$ cat config.mk
export PLATFORM = sky130hd
export DESIGN_NAME = fft8_frame_ctrl
export DESIGN_NICKNAME = d
export VERILOG_FILES = /design/src/rtl/fft8_frame_ctrl.sv
export SDC_FILE = /design/constraint.sdc
export NUM_CORES = 1
export LEC_CHECK = 0
export ABC_CLOCK_PERIOD_IN_PS = 16000
export BUFFER_PORTS_ARGS = -buffer_cell sky130_fd_sc_hd__buf_2
export CORE_AREA = 2 2 230 232
export CTS_CLUSTER_DIAMETER = 200
export DETAILED_ROUTE_END_ITERATION = 8
export DIE_AREA = 0 0 232 234
export PLACE_DENSITY = 0.76
export SYNTH_ARGS = -nofsm -noshare
export SYNTH_HDL_FRONTEND = slang
export SYNTH_SLANG_ARGS = --single-unit
export TNS_END_PERCENT = 20
$ cat constraint.sdc
create_clock -name clk -period 16 [get_ports clk]
set_clock_uncertainty 0.15 [all_clocks]
set_input_delay 1.6 -clock clk [delete_from_list [all_inputs] [get_ports clk]]
set_output_delay 1.6 -clock clk [all_outputs]
set_load 0.005 [all_outputs]
$ cat src/rtl/fft8_frame_ctrl.sv
// fft8_frame_ctrl: serial-to-parallel framing around an 8-point parallel FFT/IFFT core.
// Define FFT8_FRAME_CTRL_FRAMECNT_EN to add the frame_cnt output.
module fft8_frame_ctrl #(
   parameter int LAT = 4
) (
   input  logic         clk,
   input  logic         reset,
   input  logic         in_valid,
   output logic         in_ready,
   input  logic [15:0]  in_re,
   input  logic [15:0]  in_im,
   input  logic         in_mode,
   output logic [127:0] fft_xr,
   output logic [127:0] fft_xi,
   output logic         fft_mode,
   input  logic [127:0] fft_yr,
   input  logic [127:0] fft_yi,
   output logic         out_valid,
   input  logic         out_ready,
   output logic [15:0]  out_re,
   output logic [15:0]  out_im,
   output logic [2:0]   out_idx,
   output logic         out_last,
   output logic         busy
`ifdef FFT8_FRAME_CTRL_FRAMECNT_EN
   ,
   output logic [7:0]   frame_cnt
`endif
);
   localparam int CW = LAT > 0 ? $clog2(LAT + 1) : 1;
   typedef enum logic [1:0] {FILL, WAIT, DRAIN} state_t;
   state_t state;
   logic [2:0] idx;
   logic [CW-1:0] lat_cnt;
   logic [127:0] xr_q, xi_q, yr_q, yi_q;
   // in_ready is gated by reset so it is low while reset is held and high right after release
   assign in_ready = (state == FILL) && !reset;
   assign out_valid = state == DRAIN;
   assign busy = state != FILL;
   assign out_idx = idx;
   assign out_last = out_valid && idx == 3'd7;
   assign out_re = yr_q[{idx, 4'b0} +: 16];
   assign out_im = yi_q[{idx, 4'b0} +: 16];
   assign fft_xr = xr_q;
   assign fft_xi = xi_q;
   always_ff @(posedge clk or posedge reset)
      if (reset) begin
         state <= FILL;
         idx <= '0;
         lat_cnt <= '0;
         xr_q <= '0;
         xi_q <= '0;
         yr_q <= '0;
         yi_q <= '0;
         fft_mode <= 1'b0;
`ifdef FFT8_FRAME_CTRL_FRAMECNT_EN
         frame_cnt <= '0;
`endif
      end else begin
         case (state)
            FILL:
               if (in_valid) begin
                  xr_q[{idx, 4'b0} +: 16] <= in_re;
                  xi_q[{idx, 4'b0} +: 16] <= in_im;
                  if (idx == 3'd0) fft_mode <= in_mode;
                  idx <= idx + 3'd1;
                  if (idx == 3'd7) begin
                     state <= WAIT;
                     lat_cnt <= '0;
                  end
               end
            // core outputs are stable after LAT cycles; capture on the last WAIT edge
            WAIT:
               if (lat_cnt == CW'(LAT)) begin
                  yr_q <= fft_yr;
                  yi_q <= fft_yi;
                  state <= DRAIN;
               end else lat_cnt <= lat_cnt + 1'b1;
            DRAIN:
               if (out_ready) begin
                  idx <= idx + 3'd1;
                  if (idx == 3'd7) begin
                     state <= FILL;
`ifdef FFT8_FRAME_CTRL_FRAMECNT_EN
                     frame_cnt <= frame_cnt + 8'd1;
`endif
                  end
               end
            default: state <= FILL;
         endcase
      end
endmodule

# Word-level counts from Yosys, hierarchy flattened
# Cells that the tools add are included.
# totals
register_bits	521
output_inout_bits	296
wordCells	55
# op_classes
mux	15
eq_ne	10
shifts	5
n_reduce_logical	14
addsub	3
# op_table
op	count
128-bit bitwise mux	2
128-bit by 8-bit variable part select with 16-bit output	2
16-bit by 9-bit variable part select with 128-bit output	2
16-bit by 9-bit variable shift with 128-bit output (first input constant)	1
3-bit 2-to-1 mux	5
3-bit one-hot mux with 2 select lines	2
2-bit 2-to-1 mux	5
7-bit negator with 9-bit output	1
3-bit by 1-bit adder with 3-bit output (second input constant)	2
3-bit equality test (second input constant)	2
2-bit by 1-bit inequality test with 1-bit output (second input constant)	3
2-bit inequality test (second input constant)	3
2-bit one-hot mux with 3 select lines	1
3-bit AND reduction	2
2-bit nonzero test	3
5-bit AND reduction	1
2-bit AND reduction	2
4-bit AND reduction	1
3-bit logical NOT	1
2-bit by 1-bit equality test with 1-bit output (second input constant)	1
2-bit equality test (second input constant)	1
1-bit logical AND	2
2-bit logical NOT	1
1-bit logical NOT	1

# Logic depth before layout (Yosys ltp)
# Gate-level depths: netlist of the first run.
# logic_depth
word_depth	4
depth_mapped	10
mapped_depth_nobuf	6

# Least setup slack after synthesis of the first run
# Ideal clock, no wire load.
# synth_timing
path_kind	input to output
start	input port reset
end	output port in_ready
stages	1
arrival_ns	1.706
required_ns	14.250
slack_ns	12.544
cell_sequence	nor2_1
# synth_via
elab_chain_cells	2
# synth_lines
item	line_no	rtl
start, declared	7	input logic reset,
1-bit logical NOT (no source line)	--	
1-bit logical AND	37	assign in_ready = (state == FILL) && !reset;
end, declared	9	output logic in_ready,
# No other way between the ends.

# Worst setup path after layout of the first run
# layout_timing
start	register idx[0], in the netlist out_idx[0]
end	output port out_re[14]
# layout_via
elab_chain_cells	1
# layout_lines
item	line_no	rtl
start, declared	33	logic [2:0] idx;
start signal, assigned	66	idx <= idx + 3'd1;
start signal, assigned	81	idx <= idx + 3'd1;
128-bit by 8-bit variable part select with 16-bit output	42	assign out_re = yr_q[{idx, 4'b0} +: 16];
end, declared	20	output logic [15:0] out_re,
# No other way between the ends.

==> results of run 1 <==
power breakdown:
part | internal [W] | leakage (nW) | total (W) | switching, W
clock | 0.000811 | 0.947 | 0.00135 | 0.000538
sequential | 0.00187 | 6.56 | 0.00226 | 0.000390
combinational | 0.00133 | 7.87 | 0.00234 | 0.00101
total | 0.00402 | 15.4 | 0.00595 | 0.00194
cells in the final DEF (no fill, tap or decap), types with 8 or more instances in the layout:
master / count
clkbuf_16: 54
buf_4: 19
buf_2: 588
a21bo_2: 32
mux2_1: 11
ha_1: 9
and3_1: 33
clkbuf_8: 13
mux4_2: 64
dfrtp_1: 518
bufinv_16: 8
clkinv_2: 11
nand4_1: 32
mux2_2: 183
mux2_4: 289
nand2_1: 101
diode_2: 19
and2_1: 65
clkbuf_1: 9
critical path: stages (launching register included):
cell     delay [ns]
dfrtp_4        0.86
buf_4          0.71
mux4_2         0.61
nand2_1        0.09
nand2_1        0.08
buf_2          0.17
layout make-up:
cell class / count / area (um^2) / share of cell area
Clock inverter: 23 / 348 / 0.0120
Multi-Input combinational cell: 850 / 9890 / 0.342
Antenna cell: 19 / 47.5 / 0.00165
Clock buffer: 76 / 1560 / 0.0541
Tap cell: 688 / 861 / 0.0298
Timing Repair Buffer: 608 / 3110 / 0.107
Sequential cell: 521 / 13000 / 0.452
Inverter: 7 / 30.0 / 0.00104
metrics by stage:
| step | power [W] | utilization |
|---|---|---|
| 2_1_floorplan | 0.00378 | - |
| 3_3_place_gp | 0.00452 | 0.518 |
| 3_5_place_dp | 0.00462 | 0.518 |
| 4_1_cts | 0.00599 | 0.554 |
| 5_1_grt | 0.00627 | 0.555 |
| 6_report | 0.00595 | 0.555 |
worst paths after layout:
path,slack (ns),end,cells after the start,startpoint
worst max-delay path,11.05,out_re[14],5,out_idx[0]$_DFFE_PP0P_
worst min-delay path,0.33,fft_xr[72]$_DFFE_PP0P_,1,fft_xr[72]$_DFFE_PP0P_
worst max register to register,11.34,yr_q[66]$_DFFE_PP0P_,6,state[0]$_DFFE_PP0P_
worst min register to register,0.33,fft_xr[72]$_DFFE_PP0P_,1,fft_xr[72]$_DFFE_PP0P_
max in group asynchronous,12.15,yr_q[127]$_DFFE_PP0P_,4,reset
min in group asynchronous,1.00,fft_xr[68]$_DFFE_PP0P_,2,reset
synthesized netlist by cell type, drive strengths merged, types with 7 or more instances:
master | count | area share
and3 | 33 | 0.0087
clkbuf | 25 | 0.0040
a21bo | 32 | 0.014
mux4 | 64 | 0.061
nand2 | 101 | 0.016
and2 | 65 | 0.017
buf | 78 | 0.028
mux2 | 483 | 0.28
dfrtp | 521 | 0.55
ha | 9 | 0.0048
nand4 | 33 | 0.0090
inv | 7 | 0.0011
registers in the layout, summed over array words and instances, names as in the netlist:
| signal | cells |
|---|---|
| state | 2 |
| yi_q | 128 |
| fft_xr | 128 |
| out_idx | 3 |
| yr_q | 128 |
| lat_cnt | 3 |
| fft_mode | 1 |
| fft_xi | 128 |
routing by layer:
layer / GRT usage / vias to the layer above / share of wire
met4: 0.0946 / 18 / 0.034
met3: 0.0671 / 144 / 0.076
met1: 0.310 / 7861 / 0.41
li1: - / 6445 / -
met2: 0.395 / 586 / 0.48
met5: 0 / - / 0.0017
cell families after synthesis:
kind of cell             Yosys count
multiplexers                     548
adder cells (fa/ha/maj)            9
AO/OA/AOI/OAI                     39
XOR/XNOR                           1
buffers and inverters            110
flip-flops                       521
AND/OR/NAND/NOR                  253
==> results.json, run 1 <==
{
  "status": "finished, final reports clean",
  "fin_area_mm2": 0.0289,
  "grt_pass1_wl_mm": 100,
  "critPathCaptureType": "output port",
  "die_h_um": 234,
  "die_w_um": 232,
  "hold_viol_final": 0,
  "drive_gt1_frac": 0.617,
  "finalSetupViolations": 0,
  "clock_path_buffers": 3,
  "finalCriticalPeriod_ns": 4.95,
  "min_path_type": "reg -> reg",
  "holdWs_ns": 0.331,
  "synth_top_family_by_area": "multiplexers",
  "ir_drop_v": 0.000122,
  "yosys.area_share.simple": 0.0592,
  "crit_fanout": 39,
  "ios": 589,
  "clk_latency_ns": 0.61,
  "grt_pass1_vias": 16000,
  "postSynthCellCount": 1481,
  "synth_compound_area_frac": 0.0158,
  "routabilityCongestion": 0.890,
  "layout.nets": 2344,
  "cts_tree": "yes",
  "via_count": 15100,
  "hold_buffers": 0,
  "synthMuxAreaShare": 0.337,
  "placed_cell_area_mm2": 0.0269,
  "grt_overflow": 0,
  "numCtsBuffers": 54,
  "fin_ws_ns": 11.05,
  "port_buffers": 588,
  "instances_no_fill": 2792,
  "synth_edf_count": 0,
  "drtAntennaViolNets": 0,
  "fin_crit_sh": 0.309,
  "detail_route.vias_per_cell": 5.39,
  "clk_pin_slew_ns": 0.06,
  "core-area_mm2": 0.0520,
  "first_pass_iters": 7,
  "worstSetupPathType": "reg -> out",
  "postCtsSetupRepairBufs": 0,
  "initial_utilization": 0.455,
  "synthFlopType": "dfrtp_1",
  "seq_area_frac_synth": 0.550,
  "cts_root_buf": "clkbuf_16",
  "cp.arrival_ns": 3.20,
  "powerDensity_mw_per_mm2": 206,
  "critPathLaunchType": "register",
  "final.setup.tns_ns": 0,
  "h-tree-depth": 2,
  "drtIter0Drc": 935,
  "grt_max_degree": 193,
  "syn_area_per_cell_um2": 16.0,
  "cp.required_ns": 14.25,
  "synth_fp_nets": 1783,
  "synth_fa_ha_area_frac": 0.00475,
  "synth_cell_types": 40,
  "slew_headroom": 0.134,
  "place_hpwl_mm": 47.2,
  "synth_warnings": 0,
  "syn_area_mm2": 0.0237,
  "cap_violations": 0,
  "cts_resized": 0,
  "slew_violations": 0,
  "place_ws_ns": 11.36,
  "routedWlPerCell_um": 24.1,
  "routed_wl_mm": 67.2,
  "tightest_slew_ns": 1.30,
  "dieArea_mm2": 0.0543,
  "leakagePower_nw": 15.4,
  "numPlacedInstances": 2674,
  "rsz0062_at_grt": "no",
  "synth-xor-area-share": 0.000370,
  "ys_ff_latch": 521,
  "syn_to_final_growth_pct": 22.0,
  "fillCellCount": 4125,
  "antenna_found_initial": 28,
  "core.rowCount": 84,
  "drc_errors": 0,
  "max_freq_ghz": 0.202,
  "cts.sinks": 521,
  "async_flop_share": 1.00,
  "track_usage": 0.243
}
(Power assumes the default switching activity.)
==> run 2, diff against run 1 <==
==> config.mk (replaced) <==
export PLATFORM = sky130hd
export DESIGN_NAME = fft8_frame_ctrl
export DESIGN_NICKNAME = d
export VERILOG_FILES = /design/src/rtl/fft8_frame_ctrl.sv
export SDC_FILE = /design/constraint.sdc
export NUM_CORES = 1
export LEC_CHECK = 0
export ABC_CLOCK_PERIOD_IN_PS = 4600
export BUFFER_PORTS_ARGS = -buffer_cell sky130_fd_sc_hd__buf_2
export CORE_AREA = 2 2 232 234
export CTS_CLUSTER_DIAMETER = 200
export DETAILED_ROUTE_END_ITERATION = 8
export DIE_AREA = 0 0 234 236
export PLACE_DENSITY = 0.72
export SYNTH_ARGS = -nofsm -noshare
export SYNTH_HDL_FRONTEND = slang
export SYNTH_SLANG_ARGS = --single-unit
export TNS_END_PERCENT = 20
==> constraint.sdc (replaced) <==
create_clock -name clk -period 4.6 [get_ports clk]
set_clock_uncertainty 0.15 [all_clocks]
set_input_delay 0.46 -clock clk [delete_from_list [all_inputs] [get_ports clk]]
set_output_delay 0.46 -clock clk [all_outputs]
set_load 0.005 [all_outputs]
==> run 2 against run 1 <==
Final cell count is 9.8% higher. Register-to-register slack worse by 10 ns. Count of clock-buffer cells in the layout increased by 8. Sequential power rose to 3.5 times the previous value. Core utilization up 4.0 points. Die area increased by 1.7%.
==> results.json, run 2 (synthesis results as in run 1) <==
{
  "place_hpwl_mm": 49.2,
  "crit_fanout": 37,
  "min_path_cells": 2,
  "min_path_type": "in -> reg",
  "drtAntennaViolNets": 0,
  "cts_root_buf": "clkbuf_16",
  "seq_power_share": 0.373,
  "port_buffers": 588,
  "cap_violations": 0,
  "grt_overflow": 0,
  "die_w_um": 234,
  "clk_latency_ns": 0.60,
  "ios": 589,
  "routabilityCongestion": 0.935,
  "fin_crit_sh": 0.856,
  "placed_cell_area_mm2": 0.0271,
  "first_pass_iters": 5,
  "finalSetupViolations": 0,
  "core.rowCount": 85,
  "power_frac_clock": 0.217,
  "min_from": "in_im[7]",
  "leakagePower_nw": 16.5,
  "cp.arrival_ns": 3.33,
  "fin_area_mm2": 0.0316,
  "worstSetupPathType": "reg -> out",
  "cts.sinks": 521,
  "powerDensity_mw_per_mm2": 672,
  "place_ws_ns": 1.15,
  "final.setup.tns_ns": 0,
  "cts_tree": "yes",
  "holdPathEnd": "fft_xi[7]$_DFFE_PP0P_",
  "drc_errors": 0,
  "syn_to_final_growth_pct": 33.3,
  "utilization": 0.595,
  "combPwrFrac": 0.410,
  "drive_gt1_frac": 0.549,
  "finalCriticalPeriod_ns": 3.94,
  "core-area_mm2": 0.0531,
  "layout.nets": 2614,
  "via_count": 16700,
  "layout_commonest_cell": "buf_2",
  "dieArea_mm2": 0.0552,
  "hold_viol_final": 0,
  "critPathCaptureType": "output port",
  "reg2reg_from": "out_idx[1]$_DFFE_PP0P_",
  "numCtsBuffers": 55,
  "rsz0062_at_grt": "no",
  "cts_resized": 0,
  "slew_headroom": 0.317,
  "slew_violations": 0,
  "tightest_slew_ns": 1.02,
  "switching_share": 0.338,
  "power_switching_w": 0.00719,
  "p_int_w": 0.0140,
  "cp.required_ns": 3.99,
  "clock_path_buffers": 3,
  "ir_drop_v": 0.000439,
  "grt_pass1_wl_mm": 116,
  "most-common-layout-cells": "buf_2 (588), dfrtp_1 (518), mux2_4 (289)",
  "antenna_found_initial": 14,
  "detail_route.vias_per_cell": 5.44,
  "max_freq_ghz": 0.254,
  "r2r_end": "fft_xi[74]$_DFFE_PP0P_",
  "status": "finished, final reports clean",
  "h-tree-depth": 2,
  "track_usage": 0.279,
  "critPathLaunchType": "register",
  "drtIter0Drc": 1118,
  "fin_ws_ns": 0.663,
  "routed_wl_mm": 77.8,
  "routedWlPerCell_um": 25.4,
  "reg2reg_depth": 6,
  "initial_utilization": 0.446,
  "grt_max_degree": 147,
  "clk_pin_slew_ns": 0.06,
  "regToRegSetupSlack_ns": 1.18,
  "grt_pass1_vias": 18200,
  "die_h_um": 236
}
## run 2: worst max-delay path by stage
| stage | to | from | slack (ns) |
|---|---|---|---|
| final | out_re[13] | out_idx[0]$_DFFE_PP0P_ | 0.66 |
| after global routing | out_re[13] | out_idx[0]$_DFFE_PP0P_ | 0.45 |
| after CTS | out_re[13] | out_idx[0]$_DFFE_PP0P_ | 0.64 |
| after detailed placement | fft_xr[66]$_DFFE_PP0P_ | out_idx[1]$_DFFE_PP0P_ | 1.15 |
| after global placement | fft_xi[76]$_DFFE_PP0P_ | out_idx[1]$_DFFE_PP0P_ | 1.28 |
| after floorplan | fft_mode$_DFFE_PP0P_ | reset | -3.09 |
## run 2: power by group through the flow
stage	Combinational (W)	Clock (W)	Sequential, W
after floorplan	0.00571	0	0.00744
after global placement	0.00806	0	0.00768
after detailed placement	0.00828	0	0.00776
after CTS	0.00848	0.00465	0.00774
after global routing	0.00926	0.00485	0.00806
final	0.00871	0.00461	0.00792
## run 2: what timing repair did
item / CTS / global route
hold endpoints to repair: 275 / 0
hold buffers: 259 / 0
endpoints found under the setup margin: 0 / 0
setup buffers: 0 / 0
## run 2: per-layer routing
metal / vias up / routed length, um / track usage
met2: 891 / 38300 / 0.464
li1: 6978 / - / -
met1: 8558 / 29200 / 0.335
met3: 246 / 6260 / 0.0716
met4: 4 / 4050 / 0.140
met5: - / 27 / 0
## run 2: worst max-delay path: stages, from the launching register on
cell     delay [ns]
dfrtp_4        0.40
buf_4          0.55
buf_4          0.69
mux4_2         0.62
nand2_1        0.12
nand2_1        0.12
buf_2          0.15
## run 2: through the flow
step	instances	total power, W	hold slack [ns]
finish	3065	0.0212	0.0374
global route	3062	0.0222	0.0251
CTS	3052	0.0209	0.00914
detailed placement	2692	0.0160	0.322
global placement	2692	0.0157	0.315
floorplan	1481	0.0131	0.324
## run 2: area by class of cell
cell class	instances	area, um^2
clock inverter	17	206
tap	696	871
timing repair buffer	877	5850
sequential	521	13000
fill	3842	21500
clock buffer	84	1660
multi-input combinational	850	9890
antenna	13	32.5
inverter	7	30.0
==> run 3, diff against run 2 <==
--- a/config.mk
+++ b/config.mk
@@ -7,11 +7,13 @@
 export LEC_CHECK = 0
 export ABC_CLOCK_PERIOD_IN_PS = 4600
 export BUFFER_PORTS_ARGS = -buffer_cell sky130_fd_sc_hd__buf_2
-export CORE_AREA = 2 2 232 234
+export CELL_PAD_IN_SITES_DETAIL_PLACEMENT = 2
+export CELL_PAD_IN_SITES_GLOBAL_PLACEMENT = 2
+export CORE_MARGIN = 2
+export CORE_UTILIZATION = 37
 export CTS_CLUSTER_DIAMETER = 200
 export DETAILED_ROUTE_END_ITERATION = 8
-export DIE_AREA = 0 0 234 236
-export PLACE_DENSITY = 0.72
+export PLACE_DENSITY = 0.83
 export SYNTH_ARGS = -nofsm -noshare
 export SYNTH_HDL_FRONTEND = slang
 export SYNTH_SLANG_ARGS = --single-unit
==> constraint.sdc (replaced) <==
create_clock -name clk -period 4.6 [get_ports clk]
set_clock_uncertainty 0.15 [all_clocks]
set_input_delay 0.92 -clock clk [delete_from_list [all_inputs] [get_ports clk]]
set_output_delay 0.92 -clock clk [all_outputs]
set_load 0.005 [all_outputs]
==> run 3 against run 2 <==
Routed wire length is 14% higher. Hold slack better by 0.26 ns. Design area is 7.0% lower. Combinational power is 3.0% higher. Critical path type unchanged. Largest cell class unchanged.
==> results.json, run 3 (synthesis results as in run 1) <==
{
  "p_int_w": 0.0140,
  "min_path_type": "in -> async",
  "cap_violations": 0,
  "routedWlPerCell_um": 29.8,
  "numCtsBuffers": 59,
  "clk_pin_slew_ns": 0.06,
  "power_frac_clock": 0.221,
  "hold_buffers": 0,
  "cts_resized": 0,
  "critPathMostFrequentCell": "ha_1",
  "instances_no_fill": 2987,
  "hold_viol_final": 0,
  "ios": 589,
  "syn_to_final_growth_pct": 24.0,
  "grt_max_degree": 115,
  "crit_chain": "buf_4 > ha_1 > ha_1 > and2_1 > buf_2",
  "most-common-layout-cells": "buf_2 (588), dfrtp_1 (518), mux2_4 (289)",
  "grt_overflow": 0,
  "slew_headroom": 0.195,
  "drc_errors": 0,
  "initial_utilization": 0.375,
  "critPathCaptureType": "output port",
  "combPwrFrac": 0.412,
  "cts_root_buf": "clkbuf_16",
  "core-area_mm2": 0.0632,
  "critPathLaunchType": "register",
  "power_w": 0.0217,
  "grt_pass1_wl_mm": 131,
  "antenna_found_initial": 42,
  "holdWs_ns": 0.301,
  "slew_violations": 0,
  "port_buffers": 588,
  "drtIter0Drc": 832,
  "cp.arrival_ns": 2.78,
  "fin_crit_sh": 0.837,
  "routed_wl_mm": 88.9,
  "postCtsSetupRepairBufs": 0,
  "drtAntennaViolNets": 0,
  "first_pass_iters": 5,
  "routabilityCongestion": 0.816,
  "die_h_um": 257,
  "critical-path-top-delay-family": "buffers and inverters",
  "numPlacedInstances": 2854,
  "cp.required_ns": 3.53,
  "layout_commonest_cell": "buf_2",
  "max_freq_ghz": 0.260,
  "powerDensity_mw_per_mm2": 740,
  "drive_gt1_frac": 0.620,
  "fillCellCount": 5912,
  "place_hpwl_mm": 58.8,
  "clk_latency_ns": 0.61,
  "crit_fanout": 31,
  "final.setup.tns_ns": 0,
  "layout.nets": 2371,
  "track_usage": 0.266,
  "leakagePower_nw": 15.5,
  "core.rowCount": 92,
  "rsz0062_at_grt": "no",
  "cts_tree": "yes",
  "via_count": 15700,
  "seq_power_share": 0.367,
  "cpPeakStageDelay_ns": 0.64,
  "tightest_slew_ns": 1.21,
  "cp_num_buf_inv": 2,
  "die_w_um": 257,
  "finalCriticalPeriod_ns": 3.85,
  "h-tree-depth": 2,
  "switching_share": 0.355,
  "status": "finished, final reports clean",
  "clock_path_buffers": 3,
  "grt_pass1_vias": 18600,
  "finalSetupViolations": 0,
  "crit_path_top_delay_cell": "dfrtp_4",
  "cts.sinks": 521,
  "dieArea_mm2": 0.0661,
  "power_switching_w": 0.00772,
  "detail_route.vias_per_cell": 5.24,
  "ir_drop_v": 0.000394,
  "worstSetupPathType": "reg -> out"
}
[run 3: cell count changes in the layout (fill, tap and decap cells not counted), sizes merged]
cell / change
diode: +13
clkbuf: +6
buf: +12
bufinv: -2
dlygate4sd3: -259
clkinvlp: +2
[run 3: per-stage QoR]
stage | cell area [um^2] | util | setup slack, ns
3_3_place_gp | 27400 | 0.433 | 1.29
3_5_place_dp | 27400 | 0.433 | 1.23
2_1_floorplan | 23700 | - | -3.55
4_1_cts | 29300 | 0.464 | 0.662
5_1_grt | 29400 | 0.465 | 0.581
6_report | 29400 | 0.465 | 0.750
[run 3: worst paths after layout]
kind                                         from                      to  slack, ns  depth (start not counted)
min in group clk           fft_xi[65]$_DFFE_PP0P_  fft_xi[65]$_DFFE_PP0P_       0.34                          1
min                                         reset  fft_xr[30]$_DFFE_PP0P_       0.30                          2
max in group asynchronous                   reset    yi_q[67]$_DFFE_PP0P_       2.72                          3
min reg2reg                fft_xi[65]$_DFFE_PP0P_  fft_xi[65]$_DFFE_PP0P_       0.34                          1
max                        out_idx[1]$_DFFE_PP0P_                out_last       0.75                          5
max reg2reg                out_idx[1]$_DFFE_PP0P_  fft_xr[36]$_DFFE_PP0P_       1.33                          8
[run 3: metal layers]
metal | vias up | global-route usage | part of all wire
li1 | 6496 | - | -
met1 | 8324 | 0.301 | 0.37
met2 | 583 | 0.476 | 0.52
met3 | 209 | 0.0764 | 0.069
met4 | 42 | 0.0990 | 0.038
met5 | - | 0 | 0.0032
[run 3: power groups by stage]
stage                     combinational, W  clock (W)  sequential (W)
after global placement             0.00828          0         0.00765
after floorplan                    0.00571          0         0.00744
after detailed placement           0.00877          0         0.00787
final                              0.00897    0.00480         0.00798
after global routing               0.00955    0.00510         0.00815
after CTS                          0.00904    0.00491         0.00794
[run 3: layout make-up]
class                   instances  area, um^2  area share
clock buffers                  90        1790      0.0608
inverters                       7        30.0     0.00102
repair buffers                630        3350       0.114
flip-flops and latches        521       13000       0.444
diodes                         26        65.1     0.00221
clock inverters                17         154     0.00524
well taps                     846        1060      0.0360
multi-input cells             850        9890       0.337
